[src/rtl/sbr_pkg.sv]
`default_nettype none
// +----------------------------------------------------------------------+
// | sbr_pkg : shared types and frame constants for serial_bus_responder  |
// | Revision: 1.0                                                        |
// +----------------------------------------------------------------------+
package sbr_pkg;

  localparam int ADDR_BYTES = 4;
  localparam int DATA_BYTES = 4;
  localparam int RW_BIT     = 0;

  typedef enum logic [2:0] {
    ST_IDLE     = 3'd0,
    ST_ADDR     = 3'd1,
    ST_RW       = 3'd2,
    ST_TURN     = 3'd3,
    ST_RDATA    = 3'd4,
    ST_WAIT_MEM = 3'd5
  } state_t;

endpackage
`default_nettype wire

[src/rtl/sbr_if.sv]
`default_nettype none
// +----------------------------------------------------------------------+
// | sbr_if : serial frame lanes and memory backend handshake             |
// | Revision: 1.0                                                        |
// +----------------------------------------------------------------------+
interface sbr_if;

  logic        start;
  logic [7:0]  addr_in;
  logic [7:0]  wdata_in;
  logic [7:0]  rdata_out;
  logic        rdata_oe;
  logic        busy;
  logic        mem_req;
  logic        mem_we;
  logic [31:0] mem_addr;
  logic [31:0] mem_wdata;
  logic        mem_ready;
  logic [31:0] mem_rdata;
  logic        late;
  logic [7:0]  err_count;

  modport slave (
    input  start, addr_in, wdata_in, mem_ready, mem_rdata,
    output rdata_out, rdata_oe, busy, mem_req, mem_we, mem_addr, mem_wdata,
           late, err_count
  );

  modport master (
    output start, addr_in, wdata_in, mem_ready, mem_rdata,
    input  rdata_out, rdata_oe, busy, mem_req, mem_we, mem_addr, mem_wdata,
           late, err_count
  );

endinterface
`default_nettype wire

[src/rtl/sbr_byte_shift.sv]
`default_nettype none
// +----------------------------------------------------------------------+
// | sbr_byte_shift : 4x8 shift register, byte-in (LSB first) or parallel |
// | load, with MSB-first byte shift-out. Revision: 1.0                   |
// +----------------------------------------------------------------------+
module sbr_byte_shift
  import sbr_pkg::*;
(
  input  logic                    clk,
  input  logic                    rst,
  input  logic                    par_en,
  input  logic [DATA_BYTES*8-1:0] par_in,
  input  logic                    byte_en,
  input  logic [7:0]              byte_in,
  input  logic                    shift_en,
  output logic [DATA_BYTES*8-1:0] word
);

  localparam int c_w = DATA_BYTES * 8;

  logic [c_w-1:0] r_word;

  // New bytes enter at the top so the first byte ends up in the low lane.
  always_ff @(posedge clk) begin
    if (rst) begin
      r_word <= '0;
    end else if (par_en) begin
      r_word <= par_in;
    end else if (byte_en) begin
      r_word <= {byte_in, r_word[c_w-1:8]};
    end else if (shift_en) begin
      r_word <= {r_word[c_w-9:0], 8'h00};
    end
  end

  assign word = r_word;

endmodule
`default_nettype wire

[src/rtl/serial_bus_responder.sv]
`default_nettype none
// +----------------------------------------------------------------------+
// | serial_bus_responder : byte-serial frame slave bridging to a memory  |
// | backend. Optional macro SBR_ERRCOUNT_EN enables err_count. Rev 1.0   |
// +----------------------------------------------------------------------+
module serial_bus_responder
  import sbr_pkg::*;
#(
  parameter logic [31:0] BASE_ADDR = 32'h0000_0000,
  parameter logic [31:0] ADDR_MASK = 32'hFFFF_0000
) (
  input  logic clk,
  input  logic rst,
  sbr_if.slave bus
);

  localparam logic [1:0] c_last_addr = 2'(ADDR_BYTES - 1);
  localparam logic [1:0] c_last_data = 2'(DATA_BYTES - 1);

  state_t      r_state;
  state_t      w_state_nxt;
  logic [1:0]  r_idx;
  logic [1:0]  w_idx_nxt;
  logic        r_hit;
  logic        r_mem_req;
  logic        r_mem_we;
  logic [31:0] r_mem_addr;
  logic [31:0] r_mem_wdata;
  logic        r_late;
  logic [31:0] w_addr_word;
  logic [31:0] w_wdata_word;
  logic [31:0] w_rd_word;
  logic [23:0] w_rd_unused;
  logic        w_capture;
  logic        w_hit;
  logic        w_oe;
  logic        w_late_evt;
  logic        w_rd_ok;

  always_ff @(posedge clk) begin
    if (rst) begin
      r_state <= ST_IDLE;
      r_idx   <= 2'd0;
    end else begin
      r_state <= w_state_nxt;
      r_idx   <= w_idx_nxt;
    end
  end

  always_comb begin
    w_state_nxt = r_state;
    w_idx_nxt   = r_idx;
    unique case (r_state)
      ST_IDLE: begin
        // Byte 0 rides with start, so ADDR begins at index 1.
        if (bus.start) begin
          w_state_nxt = ST_ADDR;
          w_idx_nxt   = 2'd1;
        end
      end
      ST_ADDR: begin
        if (r_idx == c_last_addr) begin
          w_state_nxt = ST_RW;
          w_idx_nxt   = 2'd0;
        end else begin
          w_idx_nxt = r_idx + 2'd1;
        end
      end
      ST_RW:   w_state_nxt = ST_TURN;
      ST_TURN: begin
        w_state_nxt = ST_RDATA;
        w_idx_nxt   = 2'd0;
      end
      ST_RDATA: begin
        if (r_idx == c_last_data) begin
          w_idx_nxt   = 2'd0;
          w_state_nxt = (r_mem_req && !bus.mem_ready) ? ST_WAIT_MEM : ST_IDLE;
        end else begin
          w_idx_nxt = r_idx + 2'd1;
        end
      end
      ST_WAIT_MEM: begin
        if (bus.mem_ready) w_state_nxt = ST_IDLE;
      end
      default: w_state_nxt = ST_IDLE;
    endcase
  end

  assign w_capture  = ((r_state == ST_IDLE) && bus.start) || (r_state == ST_ADDR);
  assign w_hit      = ((w_addr_word & ADDR_MASK) == BASE_ADDR);
  assign w_rd_ok    = r_mem_req && !r_mem_we && bus.mem_ready;
  assign w_late_evt = (r_state == ST_TURN) && r_mem_req && !r_mem_we && !bus.mem_ready;

  always_ff @(posedge clk) begin
    if (rst) begin
      r_hit       <= 1'b0;
      r_mem_req   <= 1'b0;
      r_mem_we    <= 1'b0;
      r_mem_addr  <= 32'h0;
      r_mem_wdata <= 32'h0;
      r_late      <= 1'b0;
    end else begin
      if (r_state == ST_RW) begin
        r_hit <= w_hit;
        if (w_hit) begin
          r_mem_req   <= 1'b1;
          r_mem_we    <= bus.addr_in[RW_BIT];
          r_mem_addr  <= w_addr_word;
          r_mem_wdata <= w_wdata_word;
        end
      end else if (r_mem_req && bus.mem_ready) begin
        r_mem_req <= 1'b0;
      end
      if (w_late_evt) r_late <= 1'b1;
    end
  end

  sbr_byte_shift u_addr_sr (
    .clk      (clk),
    .rst      (rst),
    .par_en   (1'b0),
    .par_in   (32'h0),
    .byte_en  (w_capture),
    .byte_in  (bus.addr_in),
    .shift_en (1'b0),
    .word     (w_addr_word)
  );

  sbr_byte_shift u_wdata_sr (
    .clk      (clk),
    .rst      (rst),
    .par_en   (1'b0),
    .par_in   (32'h0),
    .byte_en  (w_capture),
    .byte_in  (bus.wdata_in),
    .shift_en (1'b0),
    .word     (w_wdata_word)
  );

  // A missed deadline loads zeros so the read window drives 0x00 bytes.
  sbr_byte_shift u_rdata_sr (
    .clk      (clk),
    .rst      (rst),
    .par_en   (r_state == ST_TURN),
    .par_in   (w_rd_ok ? bus.mem_rdata : 32'h0),
    .byte_en  (1'b0),
    .byte_in  (8'h00),
    .shift_en (r_state == ST_RDATA),
    .word     (w_rd_word)
  );

  assign w_rd_unused = w_rd_word[23:0];
  assign w_oe        = (r_state == ST_RDATA) && r_hit && !r_mem_we;

`ifdef SBR_ERRCOUNT_EN
  logic [7:0] r_err_count;

  always_ff @(posedge clk) begin
    if (rst) begin
      r_err_count <= 8'h00;
    end else if (w_late_evt && (r_err_count != 8'hFF)) begin
      r_err_count <= r_err_count + 8'h01;
    end
  end

  assign bus.err_count = r_err_count;
`else
  assign bus.err_count = 8'h00;
`endif

  assign bus.rdata_out = w_oe ? w_rd_word[31:24] : 8'h00;
  assign bus.rdata_oe  = w_oe;
  assign bus.busy      = (r_state != ST_IDLE);
  assign bus.mem_req   = r_mem_req;
  assign bus.mem_we    = r_mem_we;
  assign bus.mem_addr  = r_mem_addr;
  assign bus.mem_wdata = r_mem_wdata;
  assign bus.late      = r_late;

endmodule
`default_nettype wire
[src/flat_wrapper.sv]
// flat-port wrapper written by rule: the top's interface ports become plain ports
module serial_bus_responder_flat import sbr_pkg::*;
#(
  parameter logic [31:0] BASE_ADDR = 32'h0000_0000,
  parameter logic [31:0] ADDR_MASK = 32'hFFFF_0000
)
  (clk, rst, bus_start, bus_addr_in, bus_wdata_in, bus_mem_ready, bus_mem_rdata, bus_rdata_out, bus_rdata_oe, bus_busy, bus_mem_req, bus_mem_we, bus_mem_addr, bus_mem_wdata, bus_late, bus_err_count);
  sbr_if bus_i ();
  input  logic clk;
  input  logic rst;
  input wire logic [$bits(bus_i.start)-1:0] bus_start;
  input wire logic [$bits(bus_i.addr_in)-1:0] bus_addr_in;
  input wire logic [$bits(bus_i.wdata_in)-1:0] bus_wdata_in;
  input wire logic [$bits(bus_i.mem_ready)-1:0] bus_mem_ready;
  input wire logic [$bits(bus_i.mem_rdata)-1:0] bus_mem_rdata;
  output wire logic [$bits(bus_i.rdata_out)-1:0] bus_rdata_out;
  output wire logic [$bits(bus_i.rdata_oe)-1:0] bus_rdata_oe;
  output wire logic [$bits(bus_i.busy)-1:0] bus_busy;
  output wire logic [$bits(bus_i.mem_req)-1:0] bus_mem_req;
  output wire logic [$bits(bus_i.mem_we)-1:0] bus_mem_we;
  output wire logic [$bits(bus_i.mem_addr)-1:0] bus_mem_addr;
  output wire logic [$bits(bus_i.mem_wdata)-1:0] bus_mem_wdata;
  output wire logic [$bits(bus_i.late)-1:0] bus_late;
  output wire logic [$bits(bus_i.err_count)-1:0] bus_err_count;
  assign bus_i.start = bus_start;
  assign bus_i.addr_in = bus_addr_in;
  assign bus_i.wdata_in = bus_wdata_in;
  assign bus_i.mem_ready = bus_mem_ready;
  assign bus_i.mem_rdata = bus_mem_rdata;
  assign bus_rdata_out = bus_i.rdata_out;
  assign bus_rdata_oe = bus_i.rdata_oe;
  assign bus_busy = bus_i.busy;
  assign bus_mem_req = bus_i.mem_req;
  assign bus_mem_we = bus_i.mem_we;
  assign bus_mem_addr = bus_i.mem_addr;
  assign bus_mem_wdata = bus_i.mem_wdata;
  assign bus_late = bus_i.late;
  assign bus_err_count = bus_i.err_count;
  serial_bus_responder #(.BASE_ADDR(BASE_ADDR), .ADDR_MASK(ADDR_MASK)) u_core (.clk(clk), .rst(rst), .bus(bus_i));
endmodule
[config.mk]
export PLATFORM = sky130hd
export DESIGN_NAME = serial_bus_responder_flat
export DESIGN_NICKNAME = d
export VERILOG_FILES = /design/src/rtl/sbr_pkg.sv /design/src/rtl/sbr_if.sv /design/src/rtl/sbr_byte_shift.sv /design/src/rtl/serial_bus_responder.sv /design/src/flat_wrapper.sv
export SDC_FILE = /design/constraint.sdc
export NUM_CORES = 1
export LEC_CHECK = 0
export BUFFER_PORTS_ARGS = -buffer_cell sky130_fd_sc_hd__buf_2
export CORE_ASPECT_RATIO = 1.75
export CORE_MARGIN = 2
export CORE_UTILIZATION = 59
export CTS_BUF_LIST = sky130_fd_sc_hd__clkbuf_8
export DETAILED_ROUTE_END_ITERATION = 8
export PLACE_DENSITY = 0.82
export SLEW_MARGIN = 20
export SYNTH_ARGS = -nofsm -noshare
export SYNTH_HDL_FRONTEND = slang
export SYNTH_HIERARCHICAL = 1
export SYNTH_SLANG_ARGS = --single-unit
[constraint.sdc]
create_clock -name clk -period 3.3 [get_ports clk]
set_input_delay 0.66 -clock clk [delete_from_list [all_inputs] [get_ports clk]]
set_output_delay 0.66 -clock clk [all_outputs]
set_load 0.02 [all_outputs]
==> results of run 1 <==
-- state kept, by name (all words and copies together), names as in the netlist --
signal and cells:
u_core/bus.mem_addr 32, u_core/bus.mem_wdata 32, u_core/u_addr_sr/word 32, u_core/u_rdata_sr/word 32
u_core/u_wdata_sr/word 32, u_core/r_state 3, u_core/r_idx 2, u_core/bus.late 1
u_core/bus.mem_req 1, u_core/bus.mem_we 1, u_core/r_hit 1
-- metal layers --
metal,GRT usage,up-vias,share of wire
li1,-,3585,-
met1,0.310,3492,0.40
met2,0.481,205,0.54
met3,0.0452,24,0.048
met4,0.0779,0,0.014
met5,0,-,0
-- tightest hold or removal path, stage by stage, from the launching register on --
cell and delay (ps):
dfxtp_1 310, nand2_1 50, a21oi_1 50
-- cells in the final DEF, fill, tap and decap left out, types with 2 or more instances in the layout --
cell type / synthesis / final
a21oi_2: 6 / 6
conb_1: 1 / 92
inv_6: 0 / 3
buf_2: 19 / 127
a221oi_1: 18 / 18
nor2_1: 7 / 7
nor2b_2: 3 / 3
a21oi_1: 71 / 71
nor2b_1: 69 / 69
nor4_1: 2 / 2
clkinvlp_4: 0 / 3
inv_1: 27 / 28
nor4_4: 3 / 3
a32o_1: 72 / 72
clkinv_2: 0 / 2
or3b_2: 2 / 2
nand3_1: 51 / 51
nor4_2: 2 / 2
clkbuf_8: 0 / 19
mux2i_1: 3 / 3
a221oi_2: 6 / 6
o21ai_0: 51 / 51
bufinv_16: 0 / 2
nor2_4: 3 / 3
a211o_1: 72 / 72
nand2_1: 9 / 9
o21ai_1: 3 / 3
dfxtp_1: 169 / 169
nor3_2: 0 / 2
nor3_4: 3 / 3
and2_1: 57 / 56
nand2b_1: 99 / 99
buf_4: 27 / 19
-- metrics by stage --
stage / setup WS, ps / cells
after floorplan: 728 / 1020
after global placement: 877 / 1246
after detailed placement: 842 / 1246
after CTS: 571 / 1278
after global routing: 427 / 1278
final: 585 / 1278
-- power groups by stage --
| stage | Sequential [mW] | Clock (mW) | Combinational (mW) |
|---|---|---|---|
| floorplan | 2.25 | 0 | 0.710 |
| global placement | 2.30 | 0 | 0.705 |
| detailed placement | 2.30 | 0 | 0.720 |
| CTS | 2.25 | 1.53 | 0.724 |
| global route | 2.27 | 1.60 | 0.817 |
| finish | 2.25 | 1.49 | 0.742 |
-- final cells by class --
type | instances | area share
timing repair buffer | 147 | 0.0824
clock inverter | 13 | 0.0147
tap | 180 | 0.0232
sequential | 169 | 0.349
multi-input combinational | 723 | 0.493
clock buffer | 19 | 0.0270
inverter | 27 | 0.0105
-- path summary, 6_finish.rpt --
kind | startpoint | endpoint
min | u_core/r_hit$_SDFFE_PP0P_ | u_core/r_hit$_SDFFE_PP0P_
max | u_core/r_state[2]$_SDFFE_PP0P_ | bus_rdata_out[4]
max reg2reg | u_core/r_state[0]$_SDFFE_PP0P_ | u_core/u_wdata_sr/word[31]$_SDFFE_PP0P_
min reg2reg | u_core/r_hit$_SDFFE_PP0P_ | u_core/r_hit$_SDFFE_PP0P_
-- cell families (layout without fill, tap and decap cells) --
logic type	Yosys count	after routing	synth area share
AO/OA/AOI/OAI	308	308	0.271
adder cells (fa/ha/maj)	1	1	0.00144
flip-flops	169	169	0.389
XOR/XNOR	1	1	0.00101
multiplexers	3	3	0.00346
other	1	92	0.000432
buffers and inverters	128	206	0.101
AND/OR/NAND/NOR	318	318	0.232
==> flow_metrics.py, run 1 <==
metrics = {
    "floorplan": {
        "die_width_um": 95.7,
        "die_area_um2": 15800,
        "initial_core_util": 0.605,
        "num_io_pins": 137,
        "fp-row-count": 58,
        "core_area_um2": 14400,
        "die_h_um": 165,
    },
    "critical_path": {
        "cp.required_ps": 2640,
        "path_delay_family": "flip-flops",
        "reg2reg_slack_ps": 820,
        "path_max_fanout": 15,
        "critical_path_class": "reg2out",
        "r2r_cells": 7,
        "path_depth": 5,
        "crit_chain": "nand2b_1 > nor4b_2 > buf_4 > and2_1 > buf_2",
        "crit_path_top_delay_cell": "dfxtp_1",
        "crit_arrival_ps": 2060,
        "path_buf_inv": 2,
        "critPathCaptureType": "output port",
        "worstSetupStartpointType": "register",
        "slowest_delay_ps": 660,
    },
    "global_route": {
        "antenna_found_initial": 0,
        "grt_start_max_net_pins": 65,
        "grt.overflow.total": 0,
        "grtUsageTotal": 0.264,
        "grt_pass1_wl_um": 33000,
        "grt_pass1_vias": 6695,
    },
    "timing": {
        "rsz0062_at_grt": "false",
        "tns_ps": 0,
        "finalHoldViolCount": 0,
        "final-max-slew-violation-count": 0,
        "worst_hold_slack_ps": 457,
        "slew_headroom": 0.565,
        "skew_ps": 13.0,
        "fmax_mhz": 368,
        "post-route-min-period_ps": 2720,
        "tightest_slew_ps": 648,
        "period_share": 0.823,
        "setup_viol": 0,
    },
    "hold_path": {
        "hold_depth": 2,
        "hold_path.class": "reg2reg",
    },
    "synth": {
        "ys_seq_area_frac": 0.389,
        "synth_top_cell_by_area": "dfxtp_1",
        "netlist_area_um2": 8690,
        "syn_area_per_cell_um2": 9.35,
        "synthCells": 929,
        "synthTopCellsByCount": "dfxtp_1, nand2b_1, a211o_1, a32o_1, a21oi_1",
        "yosys_warnings": 6,
        "yosys-top-cells-area": "dfxtp_1, a32o_1, a211o_1",
        "synth_top_area_frac": 0.389,
        "async_flop_share": 0,
        "synth.most_common_cell": "dfxtp_1",
        "synth-edff-count": 0,
        "synth-seq-cells": 169,
        "yosysUniqueCellTypes": 47,
        "synth_flop_cell": "dfxtp_1",
    },
    "power": {
        "vdd_drop_max_mv": 0.302,
        "power_frac_comb": 0.165,
        "p_leak_nw": 3.95,
        "p_sw_mw": 1.32,
        "p_int_mw": 3.17,
        "power_frac_seq": 0.502,
        "power.density_nw_per_um2": 463,
        "finalPower_mw": 4.49,
        "p_sw_frac": 0.294,
        "clkPwrFrac": 0.332,
    },
    "run": {
        "max_cap_viol_count": 0,
    },
    "cells_and_area": {
        "nets": 1138,
        "multi_input_area_um2": 4780,
        "postLayoutCellArea_um2": 9690,
        "fin_util": 0.675,
        "nFillCells": 1245,
        "register_area_um2": 3380,
        "diodes": 0,
        "area_growth_pct": 11.5,
        "drive_above_1_share": 0.194,
    },
    "place": {
        "dp_hpwl_um": 13900,
        "io_buffers": 128,
        "placed_area_um2": 9290,
        "gp_congestion": 0.789,
    },
    "routing": {
        "wirelength_um": 20500,
        "drc": 0,
        "wl_per_cell_um": 16.0,
        "dr.first_iter.drc_count": 467,
        "drt_first_pass_iters": 5,
        "vias_per_cell": 5.72,
        "ant_nets": 0,
        "vias": 7306,
    },
    "clock_network": {
        "path_clk_slew_ps": 90,
        "numCtsBuffers": 17,
        "cts_resized": 0,
        "htreeDepth": 4,
        "clk_latency_ps": 450,
        "cts-root-buf": "clkbuf_8",
        "hold_buffers": 0,
        "postCtsSetupBuffers": 0,
        "cts_tree": "built",
        "cts_sinks": 169,
        "cts_buffer_depth": 2,
    },
    "run_status": {
        "outcome": "finished clean",
    },
}
Power figures use the tool's default switching activity.
==> run 2: changes to the inputs <==
Clock period 3.3 ns to 2.7 ns, I/O delays scaled along.
==> run 2 against run 1 <==
Compared with the run above: combinational power up 27%; die area did not move; clock-buffer cell count shrank 2; via count is 0.79% lower; sequential power up 22%; highest routed layer unchanged; critical endpoint is now bus_rdata_out[2]; clock skew fell by 1.5 ps.
==> flow_metrics.py, run 2 (synthesis results as in run 1) <==
metrics = {
    "power": {
        "power.density_nw_per_um2": 584,
        "vdd_drop_max_mv": 0.403,
        "p_leak_nw": 4.02,
    },
    "global_route": {
        "grt_pass1_vias": 6767,
        "grt.overflow.total": 0,
        "grtUsageTotal": 0.259,
        "grt_pass1_wl_um": 32700,
        "grt_start_max_net_pins": 68,
        "antenna_found_initial": 0,
    },
    "timing": {
        "setup_viol": 0,
        "rsz0062_at_grt": "false",
        "post-route-min-period_ps": 2390,
        "skew_ps": 11.5,
        "period_share": 0.886,
        "final-max-slew-violation-count": 0,
        "tightest_slew_ps": 580,
        "fmax_mhz": 418,
        "slew_headroom": 0.612,
        "tns_ps": 0,
        "finalHoldViolCount": 0,
    },
    "place": {
        "dp_hpwl_um": 13800,
        "io_buffers": 128,
        "gp_congestion": 0.783,
    },
    "routing": {
        "vias_per_cell": 5.65,
        "wl_per_cell_um": 15.9,
        "vias": 7248,
        "drc": 0,
        "drt_first_pass_iters": 7,
        "wirelength_um": 20300,
        "ant_nets": 0,
        "dr.first_iter.drc_count": 363,
    },
    "run_status": {
        "outcome": "finished clean",
    },
    "hold_path": {
        "hold_depth": 3,
        "worstHoldEndpoint": "u_core/bus.mem_we$_SDFFE_PP0P_",
        "hold_start": "bus_addr_in[0]",
        "hold_path.class": "in2reg",
    },
    "floorplan": {
        "num_io_pins": 137,
        "die_area_um2": 15800,
        "fp-row-count": 58,
        "core_area_um2": 14400,
        "die_width_um": 95.7,
        "initial_core_util": 0.605,
        "die_h_um": 165,
    },
    "cells_and_area": {
        "area_growth_pct": 13.1,
        "fin_util": 0.684,
        "final_cell_mix": "dfxtp_1, buf_2, nand2b_1",
        "final_common_cell": "dfxtp_1",
        "nets": 1143,
        "diodes": 0,
        "drive_above_1_share": 0.199,
    },
    "critical_path": {
        "reg2reg_slack_ps": 630,
        "path_max_fanout": 15,
        "r2r_cells": 5,
        "critPathCaptureType": "output port",
        "r2r_end": "u_core/bus.mem_wdata[31]$_SDFFE_PP0P_",
        "crit_arrival_ps": 1850,
        "rr_startpoint": "u_core/u_addr_sr/word[27]$_SDFFE_PP0P_",
        "cp.required_ps": 2160,
        "critical_path_class": "reg2out",
        "worstSetupStartpointType": "register",
    },
    "clock_network": {
        "cts_tree": "built",
        "cts_buffer_depth": 2,
        "path_clk_slew_ps": 80,
        "cts-root-buf": "clkbuf_8",
        "clk_latency_ps": 450,
        "postCtsSetupBuffers": 0,
        "cts_sinks": 169,
        "numCtsBuffers": 17,
        "htreeDepth": 4,
    },
    "run": {
        "max_cap_viol_count": 0,
    },
}
## run 2: per-layer routing
layer  GRT usage  up-vias  routed length [µm]
li1            -     3604                   -
met4      0.0818        0                 307
met2       0.477      145               11000
met3      0.0383       20                 764
met5           0        -                   0
met1       0.300     3479                8290
## run 2: worst max path at each step
stage | startpoint | to | slack [ps]
2_1_floorplan | u_core/r_state[0]$_SDFFE_PP0P_ | u_core/u_addr_sr/word[27]$_SDFFE_PP0P_ | 150
3_3_place_gp | bus_start | u_core/u_wdata_sr/word[25]$_SDFFE_PP0P_ | 540
3_5_place_dp | bus_start | u_core/u_wdata_sr/word[27]$_SDFFE_PP0P_ | 510
4_1_cts | u_core/r_state[2]$_SDFFE_PP0P_ | bus_rdata_out[2] | 120
5_1_grt | u_core/r_state[1]$_SDFFE_PP0P_ | bus_rdata_out[1] | 150
6_report | u_core/r_state[1]$_SDFFE_PP0P_ | bus_rdata_out[2] | 310
## run 2: area by class of cell
cell class | instances | area [µm²]
Clock buffer | 17 | 234
Sequential cell | 169 | 3380
Multi-Input combinational cell | 723 | 4780
Clock inverter | 15 | 220
Tap cell | 180 | 225
Fill cell | 1235 | 4540
Timing Repair Buffer | 152 | 886
Inverter | 27 | 101
## run 2: timing repair
item	in CTS	in global routing
gates resized for setup	0	1
hold buffers	0	0
endpoints found under the setup margin	0	5
hold endpoints to repair	0	0
## run 2: critical path: stages (launching register included)
cell and delay (ps):
dfxtp_1 450, nand2b_1 250, nor4b_2 230, buf_4 210, and2_1 130, buf_2 160
## run 2: through the flow
| stage | hold WS, ps | area, µm² | total power, mW | setup WS [ps] | instances |
|---|---|---|---|---|---|
| global route | 392 | 9830 | 5.97 | 152 | 1283 |
| global placement | 437 | 9380 | 3.70 | 537 | 1251 |
| detailed placement | 438 | 9380 | 3.72 | 505 | 1251 |
| CTS | 355 | 9830 | 5.75 | 115 | 1283 |
| floorplan | 431 | 9030 | 3.62 | 146 | 1020 |
| finish | 385 | 9830 | 5.74 | 307 | 1283 |
## run 2: power by group
group          leakage [nW]  switching (mW)  internal [mW]
clock                 0.233           0.948           1.11
sequential             1.38           0.125           2.62
combinational          2.41           0.546          0.398
total                  4.02            1.62           4.12
==> run 3: changes to the inputs <==
Settings changed: BUFFER_PORTS_ARGS -buffer_cell sky130_fd_sc_hd__buf_2 to unset, CORE_UTILIZATION 59 to 65, DONT_BUFFER_PORTS set to 1, PLACE_DENSITY 0.82 to 0.8.
==> run 3 against run 2 <==
Compared with the run above: combinational power shrank 2%; critical endpoint is now bus_rdata_out[1]; fmax fell by 1.3%; wire length down 0.76%; largest power group unchanged; clock-buffer cell count did not move; highest routed layer unchanged.
==> flow_metrics.py, run 3 (synthesis results as in run 1) <==
metrics = {
    "timing": {
        "tightest_slew_ps": 664,
        "finalHoldViolCount": 0,
        "worst_hold_slack_ps": 129,
        "final-max-slew-violation-count": 0,
        "rsz0062_at_grt": "false",
        "skew_ps": 16.9,
        "post-route-min-period_ps": 2430,
        "period_share": 0.898,
        "tns_ps": 0,
        "setup_viol": 0,
        "fmax_mhz": 412,
        "slew_headroom": 0.554,
    },
    "clock_network": {
        "numCtsBuffers": 17,
        "hold_buffers": 0,
        "htreeDepth": 4,
        "cts_buffer_depth": 2,
        "cts-root-buf": "clkbuf_8",
        "cts_sinks": 169,
        "cts_resized": 0,
        "clk_latency_ps": 470,
        "postCtsSetupBuffers": 0,
        "cts_tree": "built",
        "path_clk_slew_ps": 100,
    },
    "power": {
        "vdd_drop_max_mv": 0.487,
        "p_sw_frac": 0.311,
        "power_frac_seq": 0.497,
        "p_sw_mw": 1.72,
        "clkPwrFrac": 0.335,
        "p_int_mw": 3.80,
        "power_frac_comb": 0.168,
        "p_leak_nw": 3.38,
        "power.density_nw_per_um2": 602,
    },
    "place": {
        "gp_congestion": 0.825,
        "io_buffers": 0,
        "dp_cells": 1118,
        "dp_hpwl_um": 13500,
    },
    "routing": {
        "drt_first_pass_iters": 5,
        "wirelength_um": 20200,
        "ant_nets": 0,
        "vias_per_cell": 5.95,
        "vias": 6837,
        "drc": 0,
        "wl_per_cell_um": 17.6,
        "dr.first_iter.drc_count": 398,
    },
    "critical_path": {
        "path_delay_family": "simple AND/OR/NAND/NOR gates",
        "crit_chain": "buf_4 > nand2b_1 > nor4b_2 > buf_4 > and2_1",
        "path_buf_inv": 2,
        "crit_arrival_ps": 1890,
        "path_max_fanout": 14,
        "critical_path_class": "reg2out",
        "critPathCaptureType": "output port",
        "slowest_delay_ps": 330,
        "cp_common_cell": "buf_4",
        "cp.required_ps": 2160,
        "crit_path_top_delay_cell": "dfxtp_1",
        "worstSetupStartpointType": "register",
    },
    "cells_and_area": {
        "drive_above_1_share": 0.0970,
        "final_cell_mix": "dfxtp_1, nand2b_1, conb_1",
        "multi_input_area_um2": 4780,
        "area_growth_pct": 5.46,
        "register_area_um2": 3380,
        "nFillCells": 1097,
        "nets": 1019,
        "final_common_cell": "dfxtp_1",
        "fin_util": 0.704,
        "diodes": 0,
        "fin_cells": 1150,
    },
    "floorplan": {
        "fp-row-count": 55,
        "die_h_um": 157,
        "die_area_um2": 14300,
        "core_area_um2": 13000,
        "die_width_um": 91.4,
        "num_io_pins": 137,
        "initial_core_util": 0.668,
    },
    "global_route": {
        "grt.overflow.total": 0,
        "antenna_found_initial": 0,
        "grt_pass1_wl_um": 32100,
        "grt_pass1_vias": 6385,
        "grt_start_max_net_pins": 90,
        "grtUsageTotal": 0.280,
    },
    "run": {
        "max_cap_viol_count": 0,
    },
    "hold_path": {
        "hold_path.class": "in2reg",
    },
    "run_status": {
        "outcome": "finished clean",
    },
}
==> run 3: final cells by class <==
cell class | instances | area share
clock buffers | 17 | 0.0255
repair buffers | 28 | 0.0298
multi-input cells | 723 | 0.522
inverters | 27 | 0.0111
clock inverters | 15 | 0.0194
flip-flops and latches | 169 | 0.369
well taps | 171 | 0.0234
==> run 3: worst reg2reg max path: stages, from the launching register on <==
cell and delay, ps:
dfxtp_1 350, nor4_2 500, and3_2 580, buf_12 250, nand3_1 170, a21oi_1 190
==> run 3: power by group through the flow <==
stage	logic, mW	clock network (mW)	registers [mW]
2_1_floorplan	0.868	0	2.75
3_3_place_gp	0.882	0	2.79
3_5_place_dp	0.901	0	2.79
4_1_cts	0.903	1.88	2.74
5_1_grt	1.02	1.99	2.75
6_report	0.928	1.85	2.74
==> run 3: path summary, 6_finish.rpt <==
path	end	slack, ps	cells after the start	start
min reg2reg	u_core/bus.mem_wdata[5]$_SDFFE_PP0P_	470	2	u_core/u_wdata_sr/word[5]$_SDFFE_PP0P_
max	bus_rdata_out[1]	270	5	u_core/r_state[1]$_SDFFE_PP0P_
min	u_core/bus.late$_SDFFE_PP0P_	130	1	rst
max reg2reg	u_core/bus.mem_wdata[29]$_SDFFE_PP0P_	610	5	u_core/u_addr_sr/word[27]$_SDFFE_PP0P_
==> run 3: per-layer routing <==
| layer | GRT usage | up-vias | wire, µm |
|---|---|---|---|
| met5 | 0 | - | 0 |
| met4 | 0.105 | 0 | 317 |
| met3 | 0.0584 | 22 | 764 |
| met2 | 0.510 | 146 | 10800 |
| met1 | 0.319 | 3319 | 8280 |
| li1 | - | 3350 | - |
==> run 3: metrics by stage <==
step / instance area, µm² / total power [mW] / setup WS, ps
3_5_place_dp: 8750 / 3.70 / 527
6_report: 9160 / 5.52 / 275
5_1_grt: 9160 / 5.76 / 137
3_3_place_gp: 8750 / 3.67 / 585
2_1_floorplan: 9030 / 3.62 / 146
4_1_cts: 9160 / 5.52 / 257
